### config.mk
export PLATFORM = sky130hd
export DESIGN_NAME = if_fetch_flat
export DESIGN_NICKNAME = d
export VERILOG_FILES = /design/src/rtl/if_fetch_if.sv /design/src/rtl/if_fetch.sv /design/src/flat_wrapper.sv
export SDC_FILE = /design/constraint.sdc
export NUM_CORES = 1
export LEC_CHECK = 0
export ABC_AREA = 1
export BUFFER_PORTS_ARGS = -buffer_cell sky130_fd_sc_hd__buf_2
export CAP_MARGIN = 20
export CORE_MARGIN = 2
export CORE_UTILIZATION = 30
export DETAILED_ROUTE_END_ITERATION = 12
export PLACE_DENSITY_LB_ADDON = 0.12
export SLEW_MARGIN = 20
export SYNTH_ARGS = -nofsm -noshare
export SYNTH_HDL_FRONTEND = slang
export SYNTH_SLANG_ARGS = --single-unit
export TNS_END_PERCENT = 50
### constraint.sdc
create_clock -name clk -period 1.9 [get_ports clk]
set_clock_uncertainty 0.1 [all_clocks]
set_input_delay 0.095 -clock clk [delete_from_list [all_inputs] [get_ports clk]]
set_output_delay 0.095 -clock clk [all_outputs]
set_load 0.01 [all_outputs]
### src/rtl/if_fetch_if.sv
// rtl/if_fetch_if.sv - SRAM-like instruction bus between the fetch stage and instruction memory
//
// Purpose: bundles the request/response handshake of the instruction bus.
// Signals:
//   inst_req      master -> slave  request valid
//   inst_addr     master -> slave  request address (sampled only with inst_addr_ok)
//   inst_addr_ok  slave  -> master request accepted this cycle
//   inst_data_ok  slave  -> master read data valid this cycle
//   inst_rdata    slave  -> master read data
interface if_fetch_if #(
  parameter int W_ADDR = 32,
  parameter int W_DATA = 32
);
  logic              inst_req;
  logic [W_ADDR-1:0] inst_addr;
  logic              inst_addr_ok;
  logic              inst_data_ok;
  logic [W_DATA-1:0] inst_rdata;

  modport master (
    output inst_req, inst_addr,
    input  inst_addr_ok, inst_data_ok, inst_rdata
  );

  modport slave (
    input  inst_req, inst_addr,
    output inst_addr_ok, inst_data_ok, inst_rdata
  );
endinterface

### src/rtl/if_fetch.sv
// rtl/if_fetch.sv - MIPS instruction-fetch stage with output register and skid buffer
//
// Purpose: owns the PC, issues one instruction-bus request at a time, and hands
// fetched instructions to decode through a one-entry output register backed by a
// one-entry skid buffer. Applies branch redirects after the delay slot and
// exception/ERET flushes.
// Ports:
//   clk, resetn            clock, synchronous active-low reset
//   stall                  decode not accepting this cycle
//   flush, flush_addr      exception redirect (highest priority)
//   branch, branch_addr    taken branch from decode
//   ibus                   instruction bus (master side)
//   if_valid/if_pc/if_inst/if_adel  entry held for decode
module if_fetch #(
  parameter int                W_ADDR   = 32,
  parameter int                W_DATA   = 32,
  parameter logic [W_ADDR-1:0] RESET_PC = 32'hBFC00000
) (
  input  logic              clk,
  input  logic              resetn,
  input  logic              stall,
  input  logic              flush,
  input  logic [W_ADDR-1:0] flush_addr,
  input  logic              branch,
  input  logic [W_ADDR-1:0] branch_addr,
  if_fetch_if.master        ibus,
  output logic              if_valid,
  output logic [W_DATA-1:0] if_pc,
  output logic [W_DATA-1:0] if_inst,
  output logic              if_adel
);

  typedef enum logic [2:0] {
    S_IDLE = 3'd0,
    S_REQ  = 3'd1,
    S_WAIT = 3'd2,
    S_DROP = 3'd3,
    S_HALT = 3'd4
  } state_t;

  state_t            state;
  state_t            state_nx;

  logic [W_ADDR-1:0] fetch_pc;
  logic [W_ADDR-1:0] req_pc;      // address of the request in flight
  logic              br_pending;
  logic [W_ADDR-1:0] br_target;

  logic              sk_valid;
  logic [W_DATA-1:0] sk_pc;
  logic [W_DATA-1:0] sk_inst;
  logic              sk_adel;

  logic              req_ok;
  logic              inst_req;
  logic              adel_hit;
  logic              addr_acc;
  logic              data_done;
  logic              new_ent;
  logic [W_DATA-1:0] new_pc;
  logic [W_DATA-1:0] new_inst;
  logic              new_adel;
  logic              consume;
  logic              out_free;
  logic              br_take;
  logic              slot_issued;

  // State register
  always_ff @(posedge clk) begin
    if (!resetn) begin
      state <= S_IDLE;
    end else begin
      state <= state_nx;
    end
  end

  // Next-state logic
  always_comb begin
    state_nx = state;
    if (flush) begin
      case (state)
        // A response still owed by the slave must be swallowed before refetching,
        // unless it arrives in this very cycle.
        S_WAIT:  state_nx = ibus.inst_data_ok ? S_REQ : S_DROP;
        S_DROP:  state_nx = ibus.inst_data_ok ? S_REQ : S_DROP;
        S_REQ:   state_nx = addr_acc ? S_DROP : S_REQ;
        default: state_nx = S_REQ;
      endcase
    end else begin
      case (state)
        S_IDLE:  state_nx = S_REQ;
        S_REQ: begin
          if (addr_acc) begin
            state_nx = S_WAIT;
          end else if (adel_hit) begin
            state_nx = S_HALT;
          end
        end
        S_WAIT:  state_nx = ibus.inst_data_ok ? S_REQ : S_WAIT;
        S_DROP:  state_nx = ibus.inst_data_ok ? S_REQ : S_DROP;
        S_HALT:  state_nx = S_HALT;
        default: state_nx = S_IDLE;
      endcase
    end
  end

  // Output and strobe logic
  always_comb begin
    // A full skid buffer blocks new requests, so it can never overflow.
    req_ok      = (state == S_REQ) && !sk_valid;
    inst_req    = req_ok && (fetch_pc[1:0] == 2'b00);
    adel_hit    = req_ok && (fetch_pc[1:0] != 2'b00);
    addr_acc    = inst_req && ibus.inst_addr_ok;
    data_done   = (state == S_WAIT) && ibus.inst_data_ok;

    new_ent     = !flush && (data_done || adel_hit);
    new_pc      = data_done ? req_pc : fetch_pc;
    new_inst    = data_done ? ibus.inst_rdata : '0;
    new_adel    = !data_done;

    consume     = if_valid && !stall;
    out_free    = !if_valid || consume;

    br_take     = branch && !stall;
    // Delay slot is already on its way when it sits in the output register,
    // is in flight, or is being accepted right now.
    slot_issued = if_valid || (state == S_WAIT) || addr_acc;
  end

  assign ibus.inst_req  = inst_req;
  assign ibus.inst_addr = fetch_pc;

  // PC and branch bookkeeping
  always_ff @(posedge clk) begin
    if (!resetn) begin
      fetch_pc   <= RESET_PC;
      req_pc     <= '0;
      br_pending <= 1'b0;
      br_target  <= '0;
    end else begin
      if (addr_acc) begin
        req_pc <= fetch_pc;
      end

      if (flush) begin
        fetch_pc <= flush_addr;
      end else if (br_take && slot_issued) begin
        fetch_pc <= branch_addr;
      end else if (addr_acc) begin
        fetch_pc <= br_pending ? br_target : fetch_pc + W_ADDR'(4);
      end

      if (flush) begin
        br_pending <= 1'b0;
      end else if (br_take && !slot_issued) begin
        br_pending <= 1'b1;
        br_target  <= branch_addr;
      end else if (addr_acc) begin
        br_pending <= 1'b0;
      end
    end
  end

  // Output register and skid buffer; the skid entry is always older, so it
  // moves forward before a newly arrived entry.
  always_ff @(posedge clk) begin
    if (!resetn) begin
      if_valid <= 1'b0;
      if_pc    <= '0;
      if_inst  <= '0;
      if_adel  <= 1'b0;
      sk_valid <= 1'b0;
      sk_pc    <= '0;
      sk_inst  <= '0;
      sk_adel  <= 1'b0;
    end else if (flush) begin
      if_valid <= 1'b0;
      sk_valid <= 1'b0;
    end else if (out_free) begin
      if (sk_valid) begin
        if_valid <= 1'b1;
        if_pc    <= sk_pc;
        if_inst  <= sk_inst;
        if_adel  <= sk_adel;
        sk_valid <= new_ent;
        if (new_ent) begin
          sk_pc   <= new_pc;
          sk_inst <= new_inst;
          sk_adel <= new_adel;
        end
      end else if (new_ent) begin
        if_valid <= 1'b1;
        if_pc    <= new_pc;
        if_inst  <= new_inst;
        if_adel  <= new_adel;
      end else begin
        if_valid <= 1'b0;
      end
    end else if (new_ent) begin
      sk_valid <= 1'b1;
      sk_pc    <= new_pc;
      sk_inst  <= new_inst;
      sk_adel  <= new_adel;
    end
  end

endmodule

### src/flat_wrapper.sv
// flat-port wrapper written by rule: the top's interface ports become plain ports
module if_fetch_flat 
#(
  parameter int                W_ADDR   = 32,
  parameter int                W_DATA   = 32,
  parameter logic [W_ADDR-1:0] RESET_PC = 32'hBFC00000
)
  (clk, resetn, stall, flush, flush_addr, branch, branch_addr, if_valid, if_pc, if_inst, if_adel, ibus_inst_req, ibus_inst_addr, ibus_inst_addr_ok, ibus_inst_data_ok, ibus_inst_rdata);
  if_fetch_if #(.W_ADDR(W_ADDR), .W_DATA(W_DATA)) ibus_i ();
  input  logic clk;
  input  logic resetn;
  input  logic stall;
  input  logic flush;
  input  logic [W_ADDR-1:0] flush_addr;
  input  logic branch;
  input  logic [W_ADDR-1:0] branch_addr;
  output logic if_valid;
  output logic [W_DATA-1:0] if_pc;
  output logic [W_DATA-1:0] if_inst;
  output logic if_adel;
  output wire logic [$bits(ibus_i.inst_req)-1:0] ibus_inst_req;
  output wire logic [$bits(ibus_i.inst_addr)-1:0] ibus_inst_addr;
  input wire logic [$bits(ibus_i.inst_addr_ok)-1:0] ibus_inst_addr_ok;
  input wire logic [$bits(ibus_i.inst_data_ok)-1:0] ibus_inst_data_ok;
  input wire logic [$bits(ibus_i.inst_rdata)-1:0] ibus_inst_rdata;
  assign ibus_inst_req = ibus_i.inst_req;
  assign ibus_inst_addr = ibus_i.inst_addr;
  assign ibus_i.inst_addr_ok = ibus_inst_addr_ok;
  assign ibus_i.inst_data_ok = ibus_inst_data_ok;
  assign ibus_i.inst_rdata = ibus_inst_rdata;
  if_fetch #(.W_ADDR(W_ADDR), .W_DATA(W_DATA), .RESET_PC(RESET_PC)) u_core (.clk(clk), .resetn(resetn), .stall(stall), .flush(flush), .flush_addr(flush_addr), .branch(branch), .branch_addr(branch_addr), .ibus(ibus_i), .if_valid(if_valid), .if_pc(if_pc), .if_inst(if_inst), .if_adel(if_adel));
endmodule
Word-level counts from Yosys, hierarchy flattened
Cells that the tools add are included.
Widths: inputs -> output; s select.
- $add $sub $neg: 1
- $mul: 0
- div/mod/pow operators: 0
- $lt $le $gt $ge: 0
- equal/unequal tests: 6
- shift operators: 0
- muxes and demuxes: 36
- bitwise logic cells: 2
- reduce and logical (&&, ||, !) cells: 32
- operator list (cell ; number):
    $mux 32 ; 16
    $add 32x3->32 const B ; 1
    $pmux 3 s5 ; 1
    $mux 1 ; 12
    $logic_and 1x1->1 ; 10
    $mux 3 ; 3
    $reduce_bool 2->1 ; 4
    $eq 3x2->1 const B ; 2
    $logic_not 1->1 ; 6
    $mux 2 ; 3
    $pmux 3 s2 ; 1
    $logic_or 1x1->1 ; 4
    $ne 4x2->1 const B ; 1
    $reduce_and 2->1 ; 2
    $reduce_or 2->1 ; 2
    $eq 3x1->1 const B ; 1
    $eq 3x3->1 const B ; 1
    $logic_not 3->1 ; 1
    $reduce_and 3->1 ; 1
    $reduce_bool 3->1 ; 1
    $logic_not 2->1 ; 1
    $ne 2x1->1 const B ; 1
    $not 1->1 ; 2
- bits in registers: 232
- bits in latches: 0
- memory bits (writable): 0
- memory bits (read-only): 0
- output and inout port bits: 99
- logic and storage cells: 90
- memories kept: 0

Logic depth before layout (Yosys ltp)
- depth in word-level cells: 8
- mapped depth: 12
- mapped depth without buffers: 12

Least setup slack after synthesis
Ideal clock, no wire load.
- path kind: register to register
- start: reg u_core.fetch_pc[2] (netlist: u_core.ibus.inst_addr[2])
- end: reg u_core.fetch_pc[24] (netlist: u_core.ibus.inst_addr[24])
- library setup time: 0.115 ns
- arrival: 1.638 ns
- required time: 1.685 ns
- path slack: 0.047 ns
- stages on the path, launching flop included: 13
- path buffers: 0
- period minus slack after synthesis: 1.853 ns
- cell sequence: dfxtp_1 ha_1 nand2_1 nor2_1 nand2_1 nor2_1 nand2_1 o21ai_0 nand3_1 nand2_1 nand2_1 nand2_1 nand2_1
- word-level cells in the longest chain between the ends: 5
- ends and longest elaborated chain (item ; line ; source):
    start: declaration ; if_fetch.sv:44 ; logic [W_ADDR-1:0] fetch_pc;
    start signal: assignment ; if_fetch.sv:146 ; fetch_pc <= flush_addr;
    start signal: assignment ; if_fetch.sv:148 ; fetch_pc <= branch_addr;
    start signal: assignment ; if_fetch.sv:150 ; fetch_pc <= br_pending ? br_target : fetch_pc + W_ADDR'(4);
    $add 32x3->32 ; if_fetch.sv:150 ;
    $mux 32 ; if_fetch.sv:150 ;
    $mux 32 ; if_fetch.sv:149 ; end else if (addr_acc) begin
    $mux 32 ; if_fetch.sv:147 ; end else if (br_take && slot_issued) begin
    $mux 32 ; if_fetch.sv:145 ; if (flush) begin
No other way between the ends. The select of a mux whose other input is x is not followed.
A chain may end at the register's enable or synchronous reset.

Worst setup path in the final report
- start: reg u_core.fetch_pc[1] (netlist: u_core.ibus.inst_addr[1])
- end: reg u_core.fetch_pc[12] (netlist: u_core.ibus.inst_addr[12])
- word-level cells in the longest chain between the ends: 7
- elaborated cells on any way between the ends: 11
- classes of those cells: 1 x add/sub; 4 x mux; 6 x reduce/logical
- ends and longest elaborated chain (item):
    branches (longest 7 deep; another with $add 32x3->32)
Parallel ways; which one is timed is not known. The select of a mux whose other input is x is not followed.

==> out/results.txt <==
Final net count: 2031
Cell Rows: 69
DRT Pass-1 Iters: 5
Mapped Area: 10900 um2
WP buf/inv: 2
Die X: 195 um
RSZ-0062 raised after global routing: true
Total chip power: 12700 uW
Leakage: 0.00653 uW
DP Area: 13000 um2
PwrDens: 836 nW/um2
Total negative setup slack: 0 ns
Crit path top cell by count: nand3_1
Worst VDD drop: 715 uV
Synth warn: 0
Crit path launch type: flip-flop
RD Place Congestion: 0.832
Rel. slew slack: 64.9%
Synth Area per Inst: 6.81 um2
Vias/cell: 4.87
Period utilisation layout: 93.3%
Finished Layout Cells: 2408
Crit Path Max Fanout: 8
Max cap viols: 0
DRC errors left: 0
FF-to-FF Start: u_core.ibus.inst_addr[1]
Flop2flop setup slack: 0.13 ns
Clock insertion delay at the later pin of the skew report: 0.55 ns
CORE AREA: 35700 um2
R2r endpoint: u_core.ibus.inst_addr[12]
Die extent in y: 195 um
Grt ovf: 0
CP max stage cell: dfxtp_1
CP Capture Type: flip-flop
Post-DRT Antenna Nets: 0
Num Clock Sinks: 232
Number of port buffers: 201
Layout Utilization: 42.6%
DIE AREA: 37900 um2
Cell variety after synth: 35
Hold Path Class: input pin to flip-flop
Final Max Slew Viols: 0
Area delta synth->final: 39.4%
CP max stage delay: 0.31 ns
Max Clk Rate: 0.564 GHz
Worst Max-Slew Pin Slew: 0.526 ns
Post-synth EDFFs: 0
Starting Density: 30.5%
Drt initial violations: 729
Yosys top cell by area: dfxtp_1
Via count: 11.7k
Initial antenna violation count: 0
Ant. Diodes: 0
Routed WL: 39600 um
Main area contributors after synthesis: dfxtp_1 (43%), nand2_1 (12%), o21ai_0 (9.9%)
CTS tree: done
CTS root buffer: clkbuf_16
CP delay by family, top: simple AND/OR/NAND/NOR gates
Top_reg_cell synth: dfxtp_1
First-pass GRT wire length: 60400 um
CP Cell Sequence: nor2_1 -> nand4_4 -> nand2_4 -> nand3_1 -> inv_4 -> buf_12 -> nand2_1 -> nand3_1 -> a21oi_1
# H-tree levels: 1
Placed insts: 2245
Synth Register Bits: 232
Asr flop ratio synth: 0%
Clock transition at path regs: 0.06 ns
R2r worst-path depth: 9
Final setup fails: 0
Post-synthesis sequential area ratio: 42.5%
Hold worst-path end: u_core.br_target[27]
Total track usage: 19.6%
Post-synthesis cell count: 1603
TritonCTS Buffers: 29
Crit path kind: flip-flop to flip-flop
Boundary Pins: 202
Mapped Nets: 1707
Final instance area: 15200 um2
Largest net degree at the start of global routing: 123
Share of cells above drive strength 1: 22.2%
WP data arrival: 2.08 ns
Hold path depth: 7
Status: completed
Synth top area share: 42.5%
Final Hold Vio Count: 0
Worst Hold Launch: branch
Critical Path RT: 2.21 ns
DR WL/cell: 16.5 um
Dpl hpwl: 25800 um
Max clock buf depth: 3
Vias in the first global route: 10.8k
Final min period: 1.77 ns
[area by class of cell]
cell class | count | area (um2)
sequential | 232 | 4670
tap | 461 | 577
fill | 3731 | 20500
timing repair buffer | 408 | 3170
clock buffer | 40 | 817
clock inverter | 11 | 92.6
inverter | 98 | 382
multi-input combinational | 1158 | 5500
[how the worst max path moves through the flow]
stage	slack, ns	endpoint	from	cells after the start
final	0.13	u_core.ibus.inst_addr[12]	u_core.ibus.inst_addr[1]	9
after floorplan	0.05	u_core.ibus.inst_addr[24]	u_core.ibus.inst_addr[2]	12
after global routing	-0.02	u_core.ibus.inst_addr[30]	u_core.ibus.inst_addr[2]	12
after CTS	0.01	u_core.if_pc[29]	u_core.state[0]	8
after global placement	0.02	u_core.ibus.inst_addr[29]	u_core.ibus.inst_addr[9]	12
after detailed placement	0.005	u_core.if_pc[29]	u_core.state[0]	8
[flip-flops by register name, summed over array words and instances, names as in the netlist, 3 cells and up]
| register | flops |
|---|---|
| u_core.ibus.inst_addr | 32 |
| u_core.if_inst | 32 |
| u_core.sk_inst | 32 |
| u_core.br_target | 32 |
| u_core.if_pc | 32 |
| u_core.state | 3 |
| u_core.sk_pc | 32 |
| u_core.req_pc | 32 |
[metrics by stage]
stage	hold slack [ns]	setup slack [ns]
2_1_floorplan	0.159	0.0468
3_3_place_gp	0.285	0.0213
3_5_place_dp	0.287	0.00466
4_1_cts	0.171	0.0121
5_1_grt	0.240	-0.0153
6_report	0.193	0.128
[per-layer routing]
metal  global-route usage (%)  wire length (um)
met3                     2.60              1930
met4                     4.18               587
met2                     30.7             17700
met1                     28.6             19500
met5                        0                 0
[cell families (layout without fill, tap and decap cells)]
family / Yosys count / in the layout / synth area share (%)
simple gates: 713 / 713 / 27.2
compound gates: 439 / 439 / 21.7
flops: 232 / 232 / 42.5
buf+inv: 213 / 557 / 7.94
xor+xnor: 3 / 3 / 0.241
mux: 2 / 2 / 0.183
fa+ha+maj: 1 / 1 / 0.115
[where the power goes]
part	internal (uW)	leakage, uW	switching (uW)	total, uW
Combinational	894	0.00418	1230	2120
Sequential	5130	0.00189	177	5300
Clock	3120	0.000453	2160	5290
[what timing repair did]
| item | CTS | global route |
|---|---|---|
| endpoints found under the hold margin | 134 | 0 |
| gates resized for setup | 0 | 73 |
| setup endpoints to repair | 0 | 118 |
| buffers inserted | 0 | 4 |
| hold buffers | 103 | 0 |
[worst min-delay path, cell delays in order]
cell	delay, ns
buf_2	0.09
inv_1	0.03
or2_2	0.16
nor2_4	0.06
buf_4	0.20
nand3_1	0.09
a21oi_1	0.06
[placed cells by master (no fill, tap or decap), types with 21 or more instances in the layout]
master | netlist | routed
nand2_1 | 342 | 338
buf_2 | 34 | 200
dfxtp_2 | 0 | 22
dfxtp_1 | 232 | 210
nand3_1 | 152 | 148
buf_12 | 0 | 21
nor2_1 | 185 | 171
dlygate4sd3_1 | 0 | 103
clkbuf_16 | 0 | 34
inv_1 | 87 | 86
a21oi_1 | 138 | 137
buf_4 | 4 | 79
a31oi_1 | 35 | 35
a211oi_1 | 32 | 31
o21ai_0 | 217 | 199
[cells in the mapped netlist, drive strengths merged (3+ instances only)]
| cell type | number |
|---|---|
| nand2 | 347 |
| o21ai | 219 |
| a31oi | 35 |
| buf | 43 |
| a21oi | 139 |
| nand3 | 152 |
| clkbuf | 72 |
| dfxtp | 232 |
| o21bai | 5 |
| a22oi | 3 |
| nand4 | 10 |
| or2 | 14 |
| nor2 | 188 |
| o211ai | 3 |
| xor2 | 3 |
| a211oi | 32 |
| inv | 97 |
Power figures use the tool's default switching activity.
